--- config.mk ---
export PLATFORM = sky130hd
export DESIGN_NAME = lfsr_gen
export DESIGN_NICKNAME = d
export VERILOG_FILES = /design/src/rtl/lfsr_gen.sv
export SDC_FILE = /design/constraint.sdc
export NUM_CORES = 1
export LEC_CHECK = 0
export ABC_AREA = 1
export CAP_MARGIN = 20
export CORE_MARGIN = 5
export CORE_UTILIZATION = 50
export CTS_CLUSTER_DIAMETER = 120
export DETAILED_ROUTE_END_ITERATION = 10
export PLACE_DENSITY_LB_ADDON = 0.3
export SKIP_LAST_GASP = 1
export SLEW_MARGIN = 40
export SYNTH_ARGS = -nofsm -noshare
export SYNTH_HDL_FRONTEND = slang
export SYNTH_SLANG_ARGS = --single-unit
--- constraint.sdc ---
create_clock -name clk -period 2.1 [get_ports clk]
set_input_delay 0.42 -clock clk [delete_from_list [all_inputs] [get_ports clk]]
set_output_delay 0.42 -clock clk [all_outputs]
set_load 0.03 [all_outputs]
--- src/rtl/lfsr_gen.sv ---
// lfsr_gen: parametrised Fibonacci LFSR with seed load, zero-seed guard,
// period measurement and a threshold comparator for an LED/GPIO pin.
module lfsr_gen #(
    parameter int               WIDTH = 4,
    parameter logic [WIDTH-1:0] TAPS  = 4'b1100,
    parameter logic [WIDTH-1:0] SEED  = '1
) (
    input  logic             clk,
    input  logic             rst,
    input  logic             en,
    input  logic             load,
    input  logic [WIDTH-1:0] load_data,
    input  logic [WIDTH-1:0] thresh,
    output logic [WIDTH-1:0] state,
    output logic             bit_out,
    output logic             led,
    output logic [WIDTH-1:0] period,
    output logic             period_valid,
    output logic             lock_err
);
    logic [WIDTH-1:0] start, cnt, nxt, cnt_inc, seed_v;
    logic             seed_zero;
    assign nxt       = {state[WIDTH-2:0], ^(state & TAPS)};
    // saturating so a maximal-length run still reports all ones
    assign cnt_inc   = &cnt ? cnt : cnt + WIDTH'(1);
    assign seed_zero = load_data == '0;
    assign seed_v    = seed_zero ? SEED : load_data;
    assign bit_out   = state[WIDTH-1];
    assign led       = state > thresh;
    always_ff @(posedge clk) begin
        if (rst) begin
            state        <= SEED;
            start        <= SEED;
            cnt          <= '0;
            period       <= '0;
            period_valid <= 1'b0;
            lock_err     <= 1'b0;
        end else begin
            period_valid <= 1'b0;
            lock_err     <= 1'b0;
            if (load) begin
                state    <= seed_v;
                start    <= seed_v;
                cnt      <= '0;
                lock_err <= seed_zero;
            end else if (en) begin
                state <= nxt;
                cnt   <= (nxt == start) ? '0 : cnt_inc;
                if (nxt == start) begin
                    period       <= cnt_inc;
                    period_valid <= 1'b1;
                end
            end
        end
    end
endmodule

# Word level (Yosys, flattened, before mapping)
# Index checks and enable logic that the tools add are counted.
[totals]
regBits = 18
latch_bits = 0
mem_bits_rw = 0
mem_bits_ro = 0
n_memories = 0
[classes]
add_sub_neg = 1
multipliers = 0
n_div = 0
order_cmp = 1
n_eq_ne = 1
shifts = 0
mux = 6
bitwise = 2
reduce_logical = 8
[op_table]
columns = ["op", "count"]
rows = [
  ["$mux 4", 5],
  ["$add 4x1->4 const B", 1],
  ["$eq 4x4->1", 1],
  ["$gt 4x4->1", 1],
  ["$logic_not 4->1", 1],
  ["$reduce_and 4->1", 1],
  ["$reduce_or 2->1", 2],
  ["$reduce_xor 4->1", 1],
  ["$reduce_and 3->1", 1],
  ["$reduce_or 3->1", 1],
  ["$not 1->1", 2],
  ["$reduce_bool 2->1", 1],
  ["$mux 1", 1],
]

# Longest topological paths before layout
# Gate-level depths: netlist of the first run.
[logic_depth]
ltp_word = 3
mapped_depth = 9
depth_no_buf = 9

# Worst setup path before layout of the first run
# No wires, ideal clock.
[synth_path]
path_kind = "register to output"
start = "register state[2]"
end = "output led"
arrival_ns = 1.513
t_required_ns = 1.680
slack_ns = 0.167
stages_incl_launch_ff = 5
n_path_buf = 0
path_cell_list = "dfxtp_1 -> ha_1 -> nand2_1 -> inv_1 -> a32oi_1"
[synth_between]
elab_chain_len = 1
[synth_lines]
columns = ["element", "line_no", "text"]
rows = [
  ["start: declaration", "14", "output logic [WIDTH-1:0] state,"],
  ["start signal: assignment", "42", "state <= seed_v;"],
  ["start signal: assignment", "47", "state <= nxt;"],
  ["$gt 4x4->1", "29", "assign led = state > thresh;"],
  ["end: declaration", "16", "output logic led,"],
]
# No other way between the ends.

# Worst setup path in the final report of the first run
[layout_path]
start = "input thresh[0]"
end = "output led"
[layout_between]
elab_chain_len = 1
[layout_lines]
columns = ["element", "line_no", "text"]
rows = [
  ["start: declaration", "13", "input logic [WIDTH-1:0] thresh,"],
  ["$gt 4x4->1", "29", ""],
]
# No other way between the ends.

==> reports/metrics.json, run 1 <==
{
  "vdd_drop_max_v": 0.0005343,
  "synth.largest_area_cell": "sky130_fd_sc_hd__dfxtp_1",
  "layout-drive-gt1-share": 0.09524,
  "crit_path_start_kind": "input pin",
  "tightest_slew_ps": 311.3,
  "grt_setup_unrepaired": "false",
  "maxSlewViolCount": 0,
  "die_footprint_um2": 2935,
  "timing.critical_path.fanout_max": 1,
  "tritoncts": "built",
  "proportion_of_synthesized_chip_area_in_sequential_cells": 0.3692,
  "ctsRootBufferMaster": "sky130_fd_sc_hd__clkbuf_4",
  "clk_pin_slew_ps": 100,
  "post_cts_hold_buffer_count": 0,
  "final-hold-violation-count": 0,
  "layout_overhead_on_the_synthesized_area_pct": 30.64,
  "crit_arrival_ps": 1560,
  "synth.yosys.warnings": 0,
  "vias": 968,
  "finish.utilization": 0.6704,
  "synth.cell_area_um2": 975.9,
  "final_cells": 195,
  "cts-htree-levels": 1,
  "grt_usage": 0.1820,
  "ff_latch_area_um2": 361.6,
  "yosys.area.top_type_share": 0.3692,
  "critPathCaptureType": "primary output",
  "postSynthCellCount": 143,
  "antenna_found_initial": 0,
  "die_width_um": 54.18,
  "hold_path_class": "register to register",
  "overflow": 0,
  "clock_latency_ps": 300,
  "core.rowCount": 16,
  "grt_pass1_wl_um": 3891,
  "p_leak_nw": 0.6353,
  "drt_iter0_drc": 29,
  "cts_buffers": 3,
  "path_class": "input pin to primary output",
  "finalSetupViolCount": 0,
  "numPlacedInstances": 191,
  "number_of_nets_with_antenna_violations_after_routing": 0,
  "synth_top_cells_by_area": "sky130_fd_sc_hd__dfxtp_1 (37%), sky130_fd_sc_hd__nand2_1 (15%), sky130_fd_sc_hd__inv_1 (10%)",
  "drtPass1Iterations": 4,
  "port_buffer_cells": 23,
  "maximum_number_of_pins_on_one_net_before_global_route_repair": 11,
  "cpLargestDelayFamily": "buffers and inverters",
  "hpwlAfterDp_um": 1722,
  "run_status": "complete, no violations",
  "final_gp_congestion": 0.8108,
  "initial_utilization": 0.5132,
  "post_synth_num_cell_types": 22,
  "pwr_density_cell_nw_per_um2": 617.7,
  "antenna_cells_inserted": 0,
  "design_power_total_uw": 787.6,
  "clock_sink_count": 18,
  "syn_avg_cell_area_um2": 6.825,
  "timing.critical_path.buf_inv": 2,
  "ys_seq_elements": 18,
  "worst_hold_slack_ps": 494.3,
  "cpPeakStageDelay_ps": 410,
  "timing.critical_path.required_ps": 1680,
  "finalWorstPathRequiredPeriod_ps": 1978,
  "critical_path.cell_chain": "clkdlybuf4s50_1, ha_1, nor2_1, o21ai_1, a32oi_1, buf_4",
  "via_count_of_the_first_global_routing_pass": 983,
  "multi_input_comb_area_um2": 501.7,
  "worst_slew_margin_rel": 0.7918,
  "detail_route.drc_violations": 0,
  "r2r_setup_slack_ps": 640,
  "placement.setup.worst_slack_ps": -91.12,
  "drt-wirelength-per-cell_um": 11.19,
  "timing.final.crit_share": 0.9418,
  "clock-skew-final_ps": 3.578,
  "design.final.nets": 186,
  "n_fill_cell": 170,
  "finalWorstSetupSlack_ps": 122.1,
  "route.final.wire_length_um": 2183,
  "critical_path.slowest_cell": "sky130_fd_sc_hd__clkdlybuf4s50_1",
  "cts_buffer_depth": 2,
  "design.portCount": 24,
  "max_clock_freq_ghz": 0.5056,
  "detail_route.vias_per_cell": 4.964,
  "max_cap_violations": 0,
  "die-height_um": 54.18,
  "synth_nets": 160,
  "floorplan.core_area_um2": 1902
}
[cells in the final DEF (no fill, tap or decap), drive strengths merged]
cell type	n
a21oi	11
a32oi	1
buf	2
clkbuf	4
clkdlybuf4s50	19
clkinv	1
dfxtp	18
dlygate4sd2	3
ha	5
inv	28
nand2	40
nand3	9
nand4	2
nor2	11
nor3	2
o211ai	3
o21ai	6
xnor2	1
xor2	2
[where the power goes]
part	switching, mW	internal (mW)	leakage (nW)	total, mW
Combinational	0.114	0.0800	0.467	0.194
Clock	0.113	0.106	0.0210	0.218
Sequential	0.0170	0.358	0.147	0.375
[metrics by stage]
| stage | TNS (ps) | cell area [um2] |
|---|---|---|
| final | 0 | 1275 |
| after global routing | 0 | 1275 |
| after CTS | 0 | 1274 |
| after detailed placement | -91.12 | 1229 |
| after global placement | -2.808 | 1229 |
| after floorplan | 0 | 975.9 |
[cell usage after synthesis]
library cell / instances
sky130_fd_sc_hd__nor2_4: 1
sky130_fd_sc_hd__a21oi_1: 11
sky130_fd_sc_hd__clkbuf_1: 1
sky130_fd_sc_hd__nand3_4: 1
sky130_fd_sc_hd__inv_2: 2
sky130_fd_sc_hd__o21ai_0: 6
sky130_fd_sc_hd__nand4_1: 2
sky130_fd_sc_hd__nand2_2: 2
sky130_fd_sc_hd__nor2_1: 10
sky130_fd_sc_hd__dfxtp_1: 18
sky130_fd_sc_hd__xor2_1: 2
sky130_fd_sc_hd__xnor2_1: 1
sky130_fd_sc_hd__buf_2: 1
sky130_fd_sc_hd__nor3_1: 2
sky130_fd_sc_hd__o211ai_1: 3
sky130_fd_sc_hd__nand2_1: 38
sky130_fd_sc_hd__nand3_1: 8
sky130_fd_sc_hd__a32oi_1: 1
sky130_fd_sc_hd__clkinv_2: 1
sky130_fd_sc_hd__ha_1: 5
sky130_fd_sc_hd__inv_1: 26
sky130_fd_sc_hd__buf_4: 1
[worst paths after layout]
kind                         startpoint                      to  cells after the start
setup / recovery              thresh[0]                     led                      6
hold / removal    start[2]$_SDFFE_PP1P_   start[2]$_SDFFE_PP1P_                      2
setup reg to reg    cnt[0]$_SDFFE_PP0P_  period[1]$_SDFFE_PP0P_                      6
hold reg to reg   start[2]$_SDFFE_PP1P_   start[2]$_SDFFE_PP1P_                      2
[cell type report]
type                            count  area share
Sequential cell                    18      0.2836
Tap cell                           27     0.02650
Inverter                           29     0.08636
Timing Repair Buffer               24      0.1816
Clock buffer                        4     0.02846
Multi-Input combinational cell     93      0.3935
[sequential cells by signal, indices dropped and copies added, names as in the netlist]
register	count
cnt	4
lock_err	1
start	4
period_valid	1
period	4
state	4
[cell families after synthesis]
family,synth area share
AO/OA/AOI/OAI,0.1192
XOR/XNOR,0.02693
adder cells (fa/ha/maj),0.06410
buffers and inverters,0.1295
flip-flops,0.3692
AND/OR/NAND/NOR,0.2910
[worst register-to-register path, cell delays in order (launching register included)]
cell and delay [ps]:
sky130_fd_sc_hd__dfxtp_1 420, sky130_fd_sc_hd__ha_1 240, sky130_fd_sc_hd__nand3_1 160, sky130_fd_sc_hd__o21ai_0 290
sky130_fd_sc_hd__nand4_1 140, sky130_fd_sc_hd__nand2_1 70, sky130_fd_sc_hd__nor2_1 40
[timing repair]
item / CTS / global route
resized for setup: 6 / 1
setup buffers: 0 / 0
pin swaps: 7 / 0
gates cloned: 0 / 0
setup endpoints to repair: 1 / 1
[metal layers]
metal | GRT usage | share of wire | routed length (um)
met4 | 0.09129 | 0.022 | 47
met1 | 0.2050 | 0.45 | 981
met3 | 0.04709 | 0.054 | 118
met2 | 0.3127 | 0.47 | 1035
met5 | 0 | 0 | 0
(Power assumes the default switching activity.)
==> inputs of run 2 (changes only) <==
- CTS_CLUSTER_DIAMETER: 120 -> 30
- RECOVER_POWER: unset -> 25
==> run 2 against run 1 <==
Compared with the run above:
- flip-flop and latch count stayed put
- sequential share of layout area stayed put
- critical path type unchanged
- highest routed layer unchanged
- count of clock-buffer cells in the layout stayed put
- critical endpoint unchanged
==> reports/metrics.json, run 2 (synthesis results as in run 1) <==
{
  "finalSetupViolCount": {"value": 0, "change": "unchanged"},
  "design.final.nets": {"value": 186, "change": "unchanged"},
  "crit_arrival": {"value": 1560, "unit": "ps", "change": "about the same"},
  "design_power_total": {"value": 786.7, "unit": "uW", "change": "was 787.6 uW"},
  "timing.critical_path.required": {"value": 1680, "unit": "ps", "change": "about the same"},
  "switching_share": {"value": 0.3094, "change": "was 0.3091"},
  "post_cts_hold_buffer_count": {"value": 0, "change": "unchanged"},
  "antenna_found_initial": {"value": 0, "change": "unchanged"},
  "final_gp_congestion": {"value": 0.8108, "change": "unchanged"},
  "layout.cells.most_common_list": {"value": "sky130_fd_sc_hd__nand2_1 (38), sky130_fd_sc_hd__inv_1 (25), sky130_fd_sc_hd__dfxtp_1 (17), sky130_fd_sc_hd__clkdlybuf4s50_1 (17), sky130_fd_sc_hd__a21oi_1 (11)", "change": "was sky130_fd_sc_hd__nand2_1 (38), sky130_fd_sc_hd__inv_1 (25), sky130_fd_sc_hd__clkdlybuf4s50_1 (19), sky130_fd_sc_hd__dfxtp_1 (17), sky130_fd_sc_hd__a21oi_1 (11)"},
  "timing.critical_path.buf_inv": {"value": 2, "change": "unchanged"},
  "tritoncts": {"value": "built", "change": "unchanged"},
  "drt-wirelength-per-cell": {"value": 11.19, "unit": "um", "change": "unchanged"},
  "grt_usage": {"value": 0.1820, "change": "unchanged"},
  "drt_iter0_drc": {"value": 29, "change": "unchanged"},
  "via_count_of_the_first_global_routing_pass": {"value": 983, "change": "unchanged"},
  "timing.critical_path.fanout_max": {"value": 1, "change": "unchanged"},
  "die_width": {"value": 54.18, "unit": "um", "change": "unchanged"},
  "layout-drive-gt1-share": {"value": 0.09524, "change": "unchanged"},
  "cpLargestDelayFamily": {"value": "buffers and inverters", "change": "unchanged"},
  "critical_path.slowest_cell": {"value": "sky130_fd_sc_hd__clkdlybuf4s50_1", "change": "unchanged"},
  "number_of_nets_with_antenna_violations_after_routing": {"value": 0, "change": "unchanged"},
  "reg2reg_from": {"value": "cnt[0]$_SDFFE_PP0P_", "change": "unchanged"},
  "critical_path.cell_chain": {"value": "clkdlybuf4s50_1, ha_1, nor2_1, o21ai_1, a32oi_1, buf_4", "change": "unchanged"},
  "finish.utilization": {"value": 0.6704, "change": "unchanged"},
  "detail_route.drc_violations": {"value": 0, "change": "unchanged"},
  "cell_internal_pwr": {"value": 543.4, "unit": "uW", "change": "was 544.2 uW"},
  "floorplan.core_area": {"value": 1902, "unit": "um2", "change": "unchanged"},
  "clock_sink_count": {"value": 18, "change": "unchanged"},
  "final-hold-violation-count": {"value": 0, "change": "unchanged"},
  "sequentialPowerShare": {"value": 0.477, "change": "was 0.476"},
  "min-delay-start": {"value": "start[2]$_SDFFE_PP1P_", "change": "unchanged"},
  "grt_setup_unrepaired": {"value": "false", "change": "unchanged"},
  "max_clock_freq": {"value": 0.5056, "unit": "GHz", "change": "unchanged"},
  "die_footprint": {"value": 2935, "unit": "um2", "change": "unchanged"},
  "p_leak": {"value": 0.6320, "unit": "nW", "change": "was 0.6353 nW"},
  "crit_path_start_kind": {"value": "input pin", "change": "unchanged"},
  "netsw": {"value": 243.4, "unit": "uW", "change": "about the same"},
  "placement.setup.worst_slack": {"value": -91.12, "unit": "ps", "change": "unchanged"},
  "drtPass1Iterations": {"value": 4, "change": "unchanged"},
  "run_status": {"value": "complete, no violations", "change": "unchanged"},
  "timing.critical_path.from": {"value": "thresh[0]", "change": "unchanged"},
  "final_cell_area": {"value": 1275, "unit": "um2", "change": "unchanged"},
  "vdd_drop_max": {"value": 0.0005343, "unit": "V", "change": "about the same"},
  "max_cap_violations": {"value": 0, "change": "unchanged"},
  "layout.cells.most_common": {"value": "sky130_fd_sc_hd__nand2_1", "change": "unchanged"},
  "power_frac_comb": {"value": 0.245, "change": "was 0.246"},
  "vias": {"value": 968, "change": "unchanged"},
  "cts.repair_timing.setup_buffer_count": {"value": 0, "change": "unchanged"},
  "area_of_placed_instances": {"value": 1229, "unit": "um2", "change": "unchanged"},
  "timing.final.crit_share": {"value": 0.9418, "change": "unchanged"},
  "critPathCaptureType": {"value": "primary output", "change": "unchanged"},
  "die-height": {"value": 54.18, "unit": "um", "change": "unchanged"},
  "worst_hold_slack": {"value": 494.3, "unit": "ps", "change": "unchanged"},
  "clock_latency": {"value": 300, "unit": "ps", "change": "about the same"},
  "tightest_slew": {"value": 311.3, "unit": "ps", "change": "unchanged"},
  "finalWorstSetupSlack": {"value": 122.1, "unit": "ps", "change": "unchanged"},
  "cts-htree-levels": {"value": 1, "change": "unchanged"},
  "overflow": {"value": 0, "change": "unchanged"},
  "cts_buffer_depth": {"value": 2, "change": "unchanged"},
  "cpPeakStageDelay": {"value": 410, "unit": "ps", "change": "about the same"},
  "cts_buffers": {"value": 3, "change": "unchanged"},
  "maxSlewViolCount": {"value": 0, "change": "unchanged"},
  "clk_pin_slew": {"value": 100, "unit": "ps", "change": "about the same"},
  "worst_slew_margin_rel": {"value": 0.7918, "change": "unchanged"},
  "hold_path_class": {"value": "register to register", "change": "unchanged"},
  "layout_overhead_on_the_synthesized_area": {"value": 30.64, "unit": "%", "change": "unchanged"},
  "detail_route.vias_per_cell": {"value": 4.964, "change": "unchanged"},
  "design.portCount": {"value": 24, "change": "unchanged"},
  "ctsRootBufferMaster": {"value": "sky130_fd_sc_hd__clkbuf_4", "change": "unchanged"},
  "port_buffer_cells": {"value": 23, "change": "unchanged"},
  "hpwlAfterDp": {"value": 1722, "unit": "um", "change": "unchanged"},
  "antenna_cells_inserted": {"value": 0, "change": "unchanged"},
  "path_class": {"value": "input pin to primary output", "change": "unchanged"},
  "pwr_density_cell": {"value": 617.1, "unit": "nW/um2", "change": "was 617.7 nW/um2"},
  "clock-skew-final": {"value": 3.578, "unit": "ps", "change": "unchanged"},
  "maximum_number_of_pins_on_one_net_before_global_route_repair": {"value": 11, "change": "unchanged"},
  "route.final.wire_length": {"value": 2183, "unit": "um", "change": "unchanged"},
  "initial_utilization": {"value": 0.5132, "change": "unchanged"},
  "share_clk_of_total_power": {"value": 0.278, "change": "was 0.277"},
  "r2r_setup_slack": {"value": 640, "unit": "ps", "change": "about the same"},
  "grt_pass1_wl": {"value": 3891, "unit": "um", "change": "unchanged"},
  "finalWorstPathRequiredPeriod": {"value": 1978, "unit": "ps", "change": "unchanged"},
  "core.rowCount": {"value": 16, "change": "unchanged"}
}
run 2: cell count changes in the layout (fill, tap and decap cells not counted):
cell                              change
sky130_fd_sc_hd__clkdlybuf4s50_1      -2
sky130_fd_sc_hd__clkinv_2             -1
sky130_fd_sc_hd__clkinvlp_2           +1
sky130_fd_sc_hd__dlygate4sd3_1        +2
run 2: per-stage QoR:
stage / setup TNS [ps] / std cells
after floorplan: 0 / 143
after global placement: -2.808 / 191
after detailed placement: -91.12 / 191
after CTS: 0 / 195
after global routing: 0 / 195
final: 0 / 195
run 2: worst paths after layout:
kind	cells past startpoint	endpoint
min	2	start[2]$_SDFFE_PP1P_
max reg2reg	6	period[1]$_SDFFE_PP0P_
min reg2reg	2	start[2]$_SDFFE_PP1P_
max	6	led
run 2: routing by layer:
metal	share of wire	global-route usage	up-vias	routed length [um]
met5	0	0	-	0
met4	0.022	0.09129	0	47
met3	0.054	0.04709	7	118
met2	0.47	0.3127	31	1035
met1	0.45	0.2050	431	982
li1	-	-	499	-
run 2: timing repair:
item | CTS | global route
pin swaps | 7 | 0
endpoints found under the hold margin | 0 | 0
resized for setup | 6 | 1
setup endpoints to repair | 1 | 1
run 2: worst register-to-register path, cell delays in order, from the launching register on:
cell and delay [ps]:
sky130_fd_sc_hd__dfxtp_1 420, sky130_fd_sc_hd__ha_1 240, sky130_fd_sc_hd__nand3_1 160, sky130_fd_sc_hd__o21ai_0 290
sky130_fd_sc_hd__nand4_1 140, sky130_fd_sc_hd__nand2_1 70, sky130_fd_sc_hd__nor2_1 40
run 2: area by class of cell:
type / instances / area [um2]
Tap cell: 27 / 33.78
Sequential cell: 18 / 361.6
Fill cell: 170 / 626.9
Timing Repair Buffer: 24 / 231.5
Clock buffer: 4 / 36.28
Multi-Input combinational cell: 93 / 501.7
Inverter: 29 / 110.1
run 2: power groups by stage:
stage	combinational (mW)	clock, mW	sequential [mW]
floorplan	0.106	0	0.397
global placement	0.185	0	0.380
detailed placement	0.192	0	0.382
CTS	0.195	0.223	0.375
global route	0.214	0.236	0.378
finish	0.193	0.218	0.375
